[src/rtl/apu_stereo_mixer_pkg.sv]
// Shared types and helpers for the sound-unit stereo mixer.
// FSM states, DAC level mapping and output saturation.
package apu_pkg;

  typedef enum logic [1:0] {
    ST_IDLE,
    ST_ACCUM,
    ST_SCALE,
    ST_OUT
  } state_e;

  // Width used for the scaled/shifted intermediate before clamping.
  localparam int WIDE_W = 48;

  // Midpoint offset of the DAC for the default 4-bit channel level.
  localparam int DAC_OFFSET = 15;

  // Unsigned channel level to signed DAC swing around zero.
  function automatic logic signed [15:0] dac_map(
    input logic [7:0] level,
    input int         sample_w
  );
    logic signed [15:0] l;
    logic signed [15:0] off;
    l   = signed'({8'd0, level});
    off = 16'((1 << sample_w) - 1);
    return (l <<< 1) - off;
  endfunction

  // Clamp to the signed range of an out_w-bit value.
  function automatic logic signed [WIDE_W-1:0] saturate(
    input logic signed [WIDE_W-1:0] v,
    input int                       out_w
  );
    logic signed [WIDE_W-1:0] one;
    logic signed [WIDE_W-1:0] hi;
    logic signed [WIDE_W-1:0] lo;
    one = 1;
    hi  = (one <<< (out_w - 1)) - one;
    lo  = -hi - one;
    if (v > hi) return hi;
    if (v < lo) return lo;
    return v;
  endfunction

endpackage

[src/rtl/apu_stereo_mixer_if.sv]
// Request/sample bundle between frame logic and the mixer.
// master = requester, slave = mixer.
interface apu_stereo_mixer_if #(
  parameter int N_CH     = 4,
  parameter int SAMPLE_W = 4,
  parameter int OUT_W    = 16
);
  logic                       sample_req;
  logic [N_CH*SAMPLE_W-1:0]   ch_level;
  logic [N_CH-1:0]            ch_on;
  logic [N_CH-1:0]            so1_en;
  logic [N_CH-1:0]            so2_en;
  logic [2:0]                 so1_vol;
  logic [2:0]                 so2_vol;
  logic                       master_en;
  logic signed [OUT_W-1:0]    so1_out;
  logic signed [OUT_W-1:0]    so2_out;
  logic                       out_valid;
  logic                       busy;
  logic                       overrun;

  modport master (
    output sample_req, ch_level, ch_on,
    output so1_en, so2_en,
    output so1_vol, so2_vol, master_en,
    input  so1_out, so2_out,
    input  out_valid, busy, overrun
  );

  modport slave (
    input  sample_req, ch_level, ch_on,
    input  so1_en, so2_en,
    input  so1_vol, so2_vol, master_en,
    output so1_out, so2_out,
    output out_valid, busy, overrun
  );
endinterface

[src/rtl/apu_mix_side.sv]
// One output side: accumulate routed channels,
// scale by volume and gain, then clamp.
module apu_mix_side
  import apu_pkg::*;
#(
  parameter int N_CH       = 4,
  parameter int SAMPLE_W   = 4,
  parameter int OUT_W      = 16,
  parameter int GAIN_SHIFT = 6
) (
  input  logic                    clk,
  input  logic                    reset,
  input  logic                    clr,
  input  logic                    acc_en,
  input  logic                    load,
  input  logic                    master_en,
  input  logic                    en,
  input  logic [SAMPLE_W-1:0]     level,
  input  logic [2:0]              vol,
  output logic signed [OUT_W-1:0] out
);

  localparam int ACC_W = SAMPLE_W + 1 + $clog2(N_CH);

  logic signed [ACC_W-1:0]  acc_q;
  logic signed [ACC_W-1:0]  acc_d;
  logic signed [ACC_W-1:0]  contrib;
  logic signed [WIDE_W-1:0] acc_w;
  logic signed [WIDE_W-1:0] vol_w;
  logic signed [WIDE_W-1:0] scaled;
  logic signed [OUT_W-1:0]  out_q;
  logic signed [OUT_W-1:0]  out_d;

  // Next accumulator and output sample values.
  always_comb begin
    contrib = '0;
    if (en) begin
      contrib = ACC_W'(dac_map(8'(level), SAMPLE_W));
    end
    acc_d = acc_q;
    if (clr) begin
      acc_d = '0;
    end else if (acc_en) begin
      acc_d = acc_q + contrib;
    end
    acc_w  = WIDE_W'(acc_q);
    vol_w  = WIDE_W'({1'b0, vol}) + WIDE_W'(1);
    scaled = (acc_w * vol_w) <<< GAIN_SHIFT;
    out_d  = out_q;
    if (load) begin
      out_d = '0;
      if (master_en) begin
        out_d = OUT_W'(saturate(scaled, OUT_W));
      end
    end
  end

  // Accumulator and held output sample.
  always_ff @(posedge clk) begin
    if (reset) begin
      acc_q <= '0;
      out_q <= '0;
    end else begin
      acc_q <= acc_d;
      out_q <= out_d;
    end
  end

  assign out = out_q;

endmodule

[src/rtl/apu_stereo_mixer.sv]
// Time-multiplexed stereo mixer: snapshots the
// controls, walks channels, emits SO1/SO2 samples.
module apu_stereo_mixer
  import apu_pkg::*;
#(
  parameter int N_CH       = 4,
  parameter int SAMPLE_W   = 4,
  parameter int OUT_W      = 16,
  parameter int GAIN_SHIFT = 6
) (
  input  logic             clk,
  input  logic             reset,
  apu_stereo_mixer_if.slave bus
);

  localparam int IDX_W = (N_CH > 1) ? $clog2(N_CH) : 1;
  localparam logic [IDX_W-1:0] IDX_LAST = IDX_W'(N_CH - 1);
  localparam int LVL_W = N_CH * SAMPLE_W;

  state_e              state_q, state_d;
  logic [IDX_W-1:0]    idx_q, idx_d;
  logic [LVL_W-1:0]    lvl_q, lvl_d;
  logic [N_CH-1:0]     on_q, on_d;
  logic [N_CH-1:0]     e1_q, e1_d;
  logic [N_CH-1:0]     e2_q, e2_d;
  logic [2:0]          v1_q, v1_d;
  logic [2:0]          v2_q, v2_d;
  logic                mas_q, mas_d;
  logic                busy_q, busy_d;
  logic                valid_q, valid_d;
  logic                accept;
  logic [SAMPLE_W-1:0] cur_lvl;
  logic signed [OUT_W-1:0] so1, so2;

  assign accept = (state_q == ST_IDLE) & bus.sample_req;

  // Sequencing and snapshot capture.
  always_comb begin
    state_d = state_q;
    idx_d   = idx_q;
    lvl_d   = lvl_q;
    on_d    = on_q;
    e1_d    = e1_q;
    e2_d    = e2_q;
    v1_d    = v1_q;
    v2_d    = v2_q;
    mas_d   = mas_q;
    unique case (state_q)
      ST_IDLE: begin
        if (bus.sample_req) begin
          state_d = ST_ACCUM;
          idx_d   = '0;
          lvl_d   = bus.ch_level;
          on_d    = bus.ch_on;
          e1_d    = bus.so1_en;
          e2_d    = bus.so2_en;
          v1_d    = bus.so1_vol;
          v2_d    = bus.so2_vol;
          mas_d   = bus.master_en;
        end
      end
      ST_ACCUM: begin
        if (idx_q == IDX_LAST) begin
          state_d = ST_SCALE;
        end else begin
          idx_d = idx_q + IDX_W'(1);
        end
      end
      ST_SCALE: state_d = ST_OUT;
      ST_OUT:   state_d = ST_IDLE;
      default:  state_d = ST_IDLE;
    endcase
    busy_d  = (state_d != ST_IDLE);
    valid_d = (state_d == ST_OUT);
  end

  // Control and snapshot registers.
  always_ff @(posedge clk) begin
    if (reset) begin
      state_q <= ST_IDLE;
      idx_q   <= '0;
      lvl_q   <= '0;
      on_q    <= '0;
      e1_q    <= '0;
      e2_q    <= '0;
      v1_q    <= '0;
      v2_q    <= '0;
      mas_q   <= 1'b0;
      busy_q  <= 1'b0;
      valid_q <= 1'b0;
    end else begin
      state_q <= state_d;
      idx_q   <= idx_d;
      lvl_q   <= lvl_d;
      on_q    <= on_d;
      e1_q    <= e1_d;
      e2_q    <= e2_d;
      v1_q    <= v1_d;
      v2_q    <= v2_d;
      mas_q   <= mas_d;
      busy_q  <= busy_d;
      valid_q <= valid_d;
    end
  end

  assign cur_lvl = lvl_q[idx_q*SAMPLE_W +: SAMPLE_W];

  apu_mix_side #(
    .N_CH(N_CH), .SAMPLE_W(SAMPLE_W),
    .OUT_W(OUT_W), .GAIN_SHIFT(GAIN_SHIFT)
  ) u_so1 (
    .clk(clk), .reset(reset),
    .clr(accept),
    .acc_en(state_q == ST_ACCUM),
    .load(state_q == ST_SCALE),
    .master_en(mas_q),
    .en(on_q[idx_q] & e1_q[idx_q]),
    .level(cur_lvl), .vol(v1_q),
    .out(so1)
  );

  apu_mix_side #(
    .N_CH(N_CH), .SAMPLE_W(SAMPLE_W),
    .OUT_W(OUT_W), .GAIN_SHIFT(GAIN_SHIFT)
  ) u_so2 (
    .clk(clk), .reset(reset),
    .clr(accept),
    .acc_en(state_q == ST_ACCUM),
    .load(state_q == ST_SCALE),
    .master_en(mas_q),
    .en(on_q[idx_q] & e2_q[idx_q]),
    .level(cur_lvl), .vol(v2_q),
    .out(so2)
  );

  assign bus.so1_out   = so1;
  assign bus.so2_out   = so2;
  assign bus.out_valid = valid_q;
  assign bus.busy      = busy_q;
  assign bus.overrun   = bus.sample_req & busy_q & ~reset;

endmodule

[src/flat_wrapper.sv]
// flat-port wrapper written by rule: the top's interface ports become plain ports
module apu_stereo_mixer_flat import apu_pkg::*;
#(
  parameter int N_CH       = 4,
  parameter int SAMPLE_W   = 4,
  parameter int OUT_W      = 16,
  parameter int GAIN_SHIFT = 6
)
  (clk, reset, bus_sample_req, bus_ch_level, bus_ch_on, bus_so1_en, bus_so2_en, bus_so1_vol, bus_so2_vol, bus_master_en, bus_so1_out, bus_so2_out, bus_out_valid, bus_busy, bus_overrun);
  apu_stereo_mixer_if #(.N_CH(N_CH), .SAMPLE_W(SAMPLE_W), .OUT_W(OUT_W)) bus_i ();
  input  logic clk;
  input  logic reset;
  input wire logic [$bits(bus_i.sample_req)-1:0] bus_sample_req;
  input wire logic [$bits(bus_i.ch_level)-1:0] bus_ch_level;
  input wire logic [$bits(bus_i.ch_on)-1:0] bus_ch_on;
  input wire logic [$bits(bus_i.so1_en)-1:0] bus_so1_en;
  input wire logic [$bits(bus_i.so2_en)-1:0] bus_so2_en;
  input wire logic [$bits(bus_i.so1_vol)-1:0] bus_so1_vol;
  input wire logic [$bits(bus_i.so2_vol)-1:0] bus_so2_vol;
  input wire logic [$bits(bus_i.master_en)-1:0] bus_master_en;
  output wire logic [$bits(bus_i.so1_out)-1:0] bus_so1_out;
  output wire logic [$bits(bus_i.so2_out)-1:0] bus_so2_out;
  output wire logic [$bits(bus_i.out_valid)-1:0] bus_out_valid;
  output wire logic [$bits(bus_i.busy)-1:0] bus_busy;
  output wire logic [$bits(bus_i.overrun)-1:0] bus_overrun;
  assign bus_i.sample_req = bus_sample_req;
  assign bus_i.ch_level = bus_ch_level;
  assign bus_i.ch_on = bus_ch_on;
  assign bus_i.so1_en = bus_so1_en;
  assign bus_i.so2_en = bus_so2_en;
  assign bus_i.so1_vol = bus_so1_vol;
  assign bus_i.so2_vol = bus_so2_vol;
  assign bus_i.master_en = bus_master_en;
  assign bus_so1_out = bus_i.so1_out;
  assign bus_so2_out = bus_i.so2_out;
  assign bus_out_valid = bus_i.out_valid;
  assign bus_busy = bus_i.busy;
  assign bus_overrun = bus_i.overrun;
  apu_stereo_mixer #(.N_CH(N_CH), .SAMPLE_W(SAMPLE_W), .OUT_W(OUT_W), .GAIN_SHIFT(GAIN_SHIFT)) u_core (.clk(clk), .reset(reset), .bus(bus_i));
endmodule
[config.mk]
export PLATFORM = sky130hd
export DESIGN_NAME = apu_stereo_mixer_flat
export DESIGN_NICKNAME = d
export VERILOG_FILES = /design/src/rtl/apu_stereo_mixer_pkg.sv /design/src/rtl/apu_stereo_mixer_if.sv /design/src/rtl/apu_mix_side.sv /design/src/rtl/apu_stereo_mixer.sv /design/src/flat_wrapper.sv
export SDC_FILE = /design/constraint.sdc
export NUM_CORES = 1
export LEC_CHECK = 0
export BUFFER_PORTS_ARGS = -buffer_cell sky130_fd_sc_hd__buf_2
export CORE_UTILIZATION = 60
export CTS_BUF_LIST = sky130_fd_sc_hd__clkbuf_8
export DETAILED_ROUTE_END_ITERATION = 7
export PLACE_DENSITY = 0.88
export SYNTH_ARGS = -nofsm -noshare
export SYNTH_HDL_FRONTEND = slang
export SYNTH_SLANG_ARGS = --single-unit
[constraint.sdc]
create_clock -name clk -period 5.25 [get_ports clk]
set_input_delay 0.525 -clock clk [delete_from_list [all_inputs] [get_ports clk]]
set_output_delay 0.525 -clock clk [all_outputs]
set_load 0.05 [all_outputs]
# [Word level (Yosys, flattened, before mapping)]
# Cells that the tools add are included.
[op_classes] add_sub_neg=6 n_mul=2 order_cmp=5 eq_ne=7 shift=1 muxes=38 n_bitwise=6 reduce_logical=6
[op_table] op="$mux 16" count=10
[op_table] op="$gt 18x16->1 const B" count=2
[op_table] op="$lt 18x16->1 const B" count=2
[op_table] op="$mul 7x5->12" count=2
[op_table] op="$mux 1" count=17
[op_table] op="$shiftx 16x5->4" count=1
[op_table] op="$add 7x7->7" count=2
[op_table] op="$mux 7" count=2
[op_table] op="$add 3x1->4 const B" count=2
[op_table] op="$eq 2x2->1 const B" count=4
[op_table] op="$mux 2" count=4
[op_table] op="$pmux 2 s4" count=1
[op_table] op="$bmux 1 s2" count=3
[op_table] op="$sub 5x4->6 const B" count=1
[op_table] op="$and 1x1->1" count=5
[op_table] op="$ne 2x2->1 const B" count=2
[op_table] op="$pmux 2 s2" count=1
[op_table] op="$reduce_bool 2->1" count=2
[op_table] op="$lt 2x3->1 const B" count=1
[op_table] op="$reduce_and 3->1" count=1
[op_table] op="$add 2x1->2 const B" count=1
[op_table] op="$eq 2x1->1 const B" count=1
[op_table] op="$logic_not 2->1" count=1
[op_table] op="$reduce_and 2->1" count=1
[op_table] op="2 further kinds" count=2
[word_totals] ff_bits=87 inputBits=38

# [Depth between registers and ports, before layout]
[logic_depth] ltp_word=12 depth_mapped=17 mapped_depth_nobuf=17

# [By module]
# Synthesis repeated with hierarchy kept, for this count alone.
[unflattened] cells_unflattened=717 hier_area_um2=6153.4
[modules_own_cells] module="apu_mix_side (u_core.u_so2)" n_inst=1 cells_per_inst=269 area_per_inst_um2=2242.2 seq_area_each_um2=360.3
[modules_own_cells] module="apu_mix_side (u_core.u_so1)" n_inst=1 cells_per_inst=257 area_per_inst_um2=2174.6 seq_area_each_um2=360.3
[modules_own_cells] module="apu_stereo_mixer" n_inst=1 cells_per_inst=191 area_per_inst_um2=1736.7 seq_area_each_um2=820.8

# [Least setup slack after synthesis]
# No wires, ideal clock.
[synth_timing] kind="reg2reg" startpoint="register u_core.v2_q[0]" endpoint="register u_core.u_so2.out_q[9] (netlist: u_core.u_so2.out[9])" setup_time_ns=0.122 arrival_ns=4.348 required_ns=5.128 setup_slack_ns=0.781 stages_incl_launch_ff=17 n_path_buf=0 period_less_slack_ns=4.469 path_cell_list="dfxtp_1 > ha_1 > xor2_1 > and2_1 > ha_1 > fa_1 > inv_1 > fa_1 > inv_1 > ha_1 > a21o_1 > a21oi_1 > a21oi_1 > or3_1 > and2_4 > o21a_4 > a221o_1"
[synth_between] elab_chain_cells=10
[synth_lines] item="start, declared" line="apu_stereo_mixer.sv:27" text="logic [2:0] v2_q, v2_d;"
[synth_lines] item="start signal, assigned" line="apu_stereo_mixer.sv:99" text="v2_q <= v2_d;"
[synth_lines] item="$add 3x1->4 *" line="apu_mix_side.sv:47" text="vol_w = WIDE_W'({1'b0, vol}) + WIDE_W'(1);"
[synth_lines] item="$mul 7x5->12 *" line="apu_mix_side.sv:48" text="scaled = (acc_w * vol_w) <<< GAIN_SHIFT;"
[synth_lines] item="$lt 18x16->1" line="apu_stereo_mixer_pkg.sv:42" text="if (v < lo) return lo;"
[synth_lines] item="$mux 1 (2 in series)" line="apu_stereo_mixer_pkg.sv:42"
[synth_lines] item="$mux 1" line="apu_mix_side.sv:52" text="if (master_en) begin"
[synth_lines] item="$mux 1" line="apu_mix_side.sv:50" text="if (load) begin"
[synth_lines] item="$mux 16" line="apu_stereo_mixer_pkg.sv:43" text="return v;"
[synth_lines] item="$mux 16 *" line="apu_stereo_mixer_pkg.sv:42"
[synth_lines] item="$mux 16 *" line="apu_mix_side.sv:52"
[synth_lines] item="end signal, assigned" line="apu_mix_side.sv:65" text="out_q <= out_d;"
[synth_lines] item="end, declared" line="apu_mix_side.sv:31" text="logic signed [OUT_W-1:0] out_q;"
# Mark *: on every way between the ends. The rest lies on a longest branch, timed or not. The select of a mux whose other input is x is not followed.
# A chain may end at the register's enable or synchronous reset.

# [Worst setup path after layout]
[layout_timing] startpoint="register u_core.v2_q[0]" endpoint="register u_core.u_so2.out_q[14] (netlist: u_core.u_so2.out[14])"
# Same word-level chain as after synthesis.

==> run summary <==
Most frequent cell after synthesis: nand2_1
Hpwl dp: 9710 um
Post-Route WL: 12,300 um
Reg clk slew, reported paths: 0.09 ns
Root Buffer: clkbuf_8
Remaining DRCs: 0
Die width: 101 um
Final Power: 1.25 mW
Drt wl/cell: 14.0 um
Top cell type's share of synthesized area: 26.2%
Layout fillers: 716
Crit share post-route: 94.1%
Detail Route Antenna Nets: 0
CP max FO: 10
Status: finished clean
Startpoint Class: flip-flop
Worst setup endpoint: u_core.u_so2.out[14]$_SDFFE_PP0P_
CTS Buffer Depth: 2
Cell Area, Placed: 6260 um2
Syn_nets: 820
Multi-input logic area: 3890 um2
Worst setup path start: u_core.v2_q[0]$_SDFFE_PP0P_
Post-synth EDFFs: 0
Data required time of the worst path: 5.50 ns
First-pass GRT wire length: 20,800 um
GR Overflow Total: 0
Syn Inst Count: 691
Setup-failing EPs final: 0
Cell row count: 35
Initial drt markers: 210
Design area: 6480 um2
Non-filler cells, final: 878
Num CTS Buffers: 9
ANT cells: 0
Area taken by flip-flops and latches: 1540 um2
First-pass iteration count of the detailed router: 6
Effective utilization at floorplan: 62.8%
Via count: 4,866
Peak supply drop: 0.000142 V
Die area: 10,200 um2
Vias in the first global route: 4,792
Die Ht: 101 um
IO Count: 73
Synth Flop Type: dfxtp_1
Synthesized area per cell: 8.52 um2
Placer Congestion: 0.855
Layout area overhead: 10.1%
Crit path DAT: 5.19 ns
Clock period minus worst slack: 4.94 ns
GRT Total Usage: 25.8%
Core area: 9370 um2
Lkg Pwr: 3.22 nW
Final nets: 874
Clk_lat worst skew: 0.37 ns
Seq cells post-synth: 77
Util after Layout: 69.2%
TritonCTS clock tree: done
Initial antenna violation count: 0
Crit Reg-Reg Endpoint: u_core.u_so2.out[14]$_SDFFE_PP0P_
Register-to-Register Path Depth: 16
PwrDens: 193 nW/um2
Vias/cell: 5.54
Port Buf Inserts: 72
Reg2reg start: u_core.v2_q[0]$_SDFFE_PP0P_
Synth area leader: dfxtp_1
Mapped Area: 5890 um2
Inst Count DP: 863
Post-CTS Setup Bufs: 0
Count of cell types in the netlist: 47
Clk_skew: 0.0109 ns
Slew Limit Headroom: 17.2%
Total negative slack: 0 ns
RSZ-0062 raised after global routing: false
Max Cap Violations: 0
Top cells by count, synth: nand2_1 (108), inv_1 (81), dfxtp_1 (77)
Htree depth: 3
Yosys warnings: 0
Share of layout cells above drive strength 1: 14.4%
Ys async rst share: 0%
Worst Max-Slew Pin Slew: 1.24 ns
Kind of critical path: flip-flop to flip-flop
Slew Viols, Final: 0
Reg2Reg Setup Slack: 0.31 ns
Clock sinks: 77
F_max: 0.202 GHz
Hold Fails Final Rpt: 0
Post-synthesis sequential area ratio: 26.2%
Largest net degree at the start of global routing: 56
Ranking of synthesized cells by area: dfxtp_1 (26%), ha_1 (13%), fa_1 (11%)
CP Capture Type: flip-flop
Hold crit path type: input port to flip-flop
-- where the power goes --
part	total, mW	leakage, nW	switching (mW)	internal [mW]
sequential	0.623	0.627	0.0187	0.604
combinational	0.116	2.49	0.0701	0.0460
clock	0.510	0.107	0.240	0.270
-- worst min-delay path by stage --
stage	start	endpoint	cells after the start
floorplan	u_core.e1_q[2]$_SDFFE_PP0P_	u_core.e1_q[2]$_SDFFE_PP0P_	2
global placement	u_core.e1_q[3]$_SDFFE_PP0P_	u_core.e1_q[3]$_SDFFE_PP0P_	2
detailed placement	u_core.e1_q[3]$_SDFFE_PP0P_	u_core.e1_q[3]$_SDFFE_PP0P_	2
CTS	bus_ch_level[11]	u_core.lvl_q[11]$_SDFFE_PP0P_	3
global route	bus_so1_en[2]	u_core.e1_q[2]$_SDFFE_PP0P_	3
finish	bus_ch_level[11]	u_core.lvl_q[11]$_SDFFE_PP0P_	3
-- layout make-up --
class | instances | area share (%)
clock buffer | 9 | 1.91
clock inverter | 6 | 1.45
inverter | 81 | 4.69
multi-input combinational | 503 | 60.0
sequential | 77 | 23.8
tap | 129 | 2.49
timing repair buffer | 73 | 5.67
-- cells by family after synthesis --
family          after synthesis  synth area share (%)
flops                        77                  26.2
xor+xnor                     26                  4.00
fa+ha+maj                    91                  23.4
compound gates              141                  15.5
simple gates                232                  19.3
buf+inv                     111                  7.80
mux                          13                  3.74
-- metal layers --
layer	global-route usage (%)	wire length [um]	vias to the layer above	part of all wire, %
met5	0	0	-	0
met4	9.48	214	0	1.7
met3	5.34	569	27	4.6
met2	47.0	6170	141	50
met1	29.7	5360	2292	44
li1	-	-	2406	-
-- repair_timing --
| item | CTS | global route |
|---|---|---|
| hold buffers | 0 | 0 |
| setup endpoints to repair | 0 | 7 |
| gates resized for setup | 0 | 1 |
-- registers in the layout (all words and copies together), names as in the netlist --
signal / count
u_core.bus.busy: 1
u_core.bus.out_valid: 1
u_core.e1_q: 4
u_core.e2_q: 4
u_core.idx_q: 2
u_core.lvl_q: 16
u_core.mas_q: 1
u_core.on_q: 4
u_core.state_q: 2
u_core.u_so1.acc_q: 7
u_core.u_so1.out: 11
u_core.u_so2.acc_q: 7
u_core.u_so2.out: 11
u_core.v1_q: 3
u_core.v2_q: 3
-- stage by stage --
step	setup WS, ns	hold slack (ns)
4_1_cts	0.305	0.376
3_3_place_gp	0.554	0.441
5_1_grt	0.0131	0.386
3_5_place_dp	0.330	0.447
6_report	0.307	0.389
2_1_floorplan	0.781	0.433
-- critical path: stages, from the launching register on --
cell,delay (ns)
dfxtp_1,0.49
ha_1,0.21
xor2_1,0.36
and2_1,0.20
ha_1,0.26
fa_1,0.55
inv_1,0.06
fa_1,0.52
inv_1,0.04
ha_1,0.35
a21o_1,0.19
a21oi_1,0.27
nand4b_1,0.15
nor3b_1,0.18
o311ai_1,0.53
nor3_2,0.16
a221o_1,0.32
-- cells in the final DEF, fill, tap and decap left out, types with 3 or more instances in the layout --
cell type and instances:
nand3_1 4, nor3_1 3, inv_1 81, a2bb2oi_1 4, mux2i_1 4, xor2_1 8
nand2_1 108, a211oi_1 4, a21oi_1 76, buf_2 72, o21bai_1 7, a21o_1 8
nand2b_1 10, fa_1 32, and3_1 6, o21ai_0 8, a221oi_1 4, and3b_1 3
nand4b_1 4, mux4_2 7, nor2_1 32, clkbuf_8 9, o21a_1 4, a221o_1 14
and2_1 39, ha_1 59, inv_6 3, xnor2_1 17, dfxtp_1 77, nor2b_1 10
Note: power is estimated with default switching activity, not from simulation.
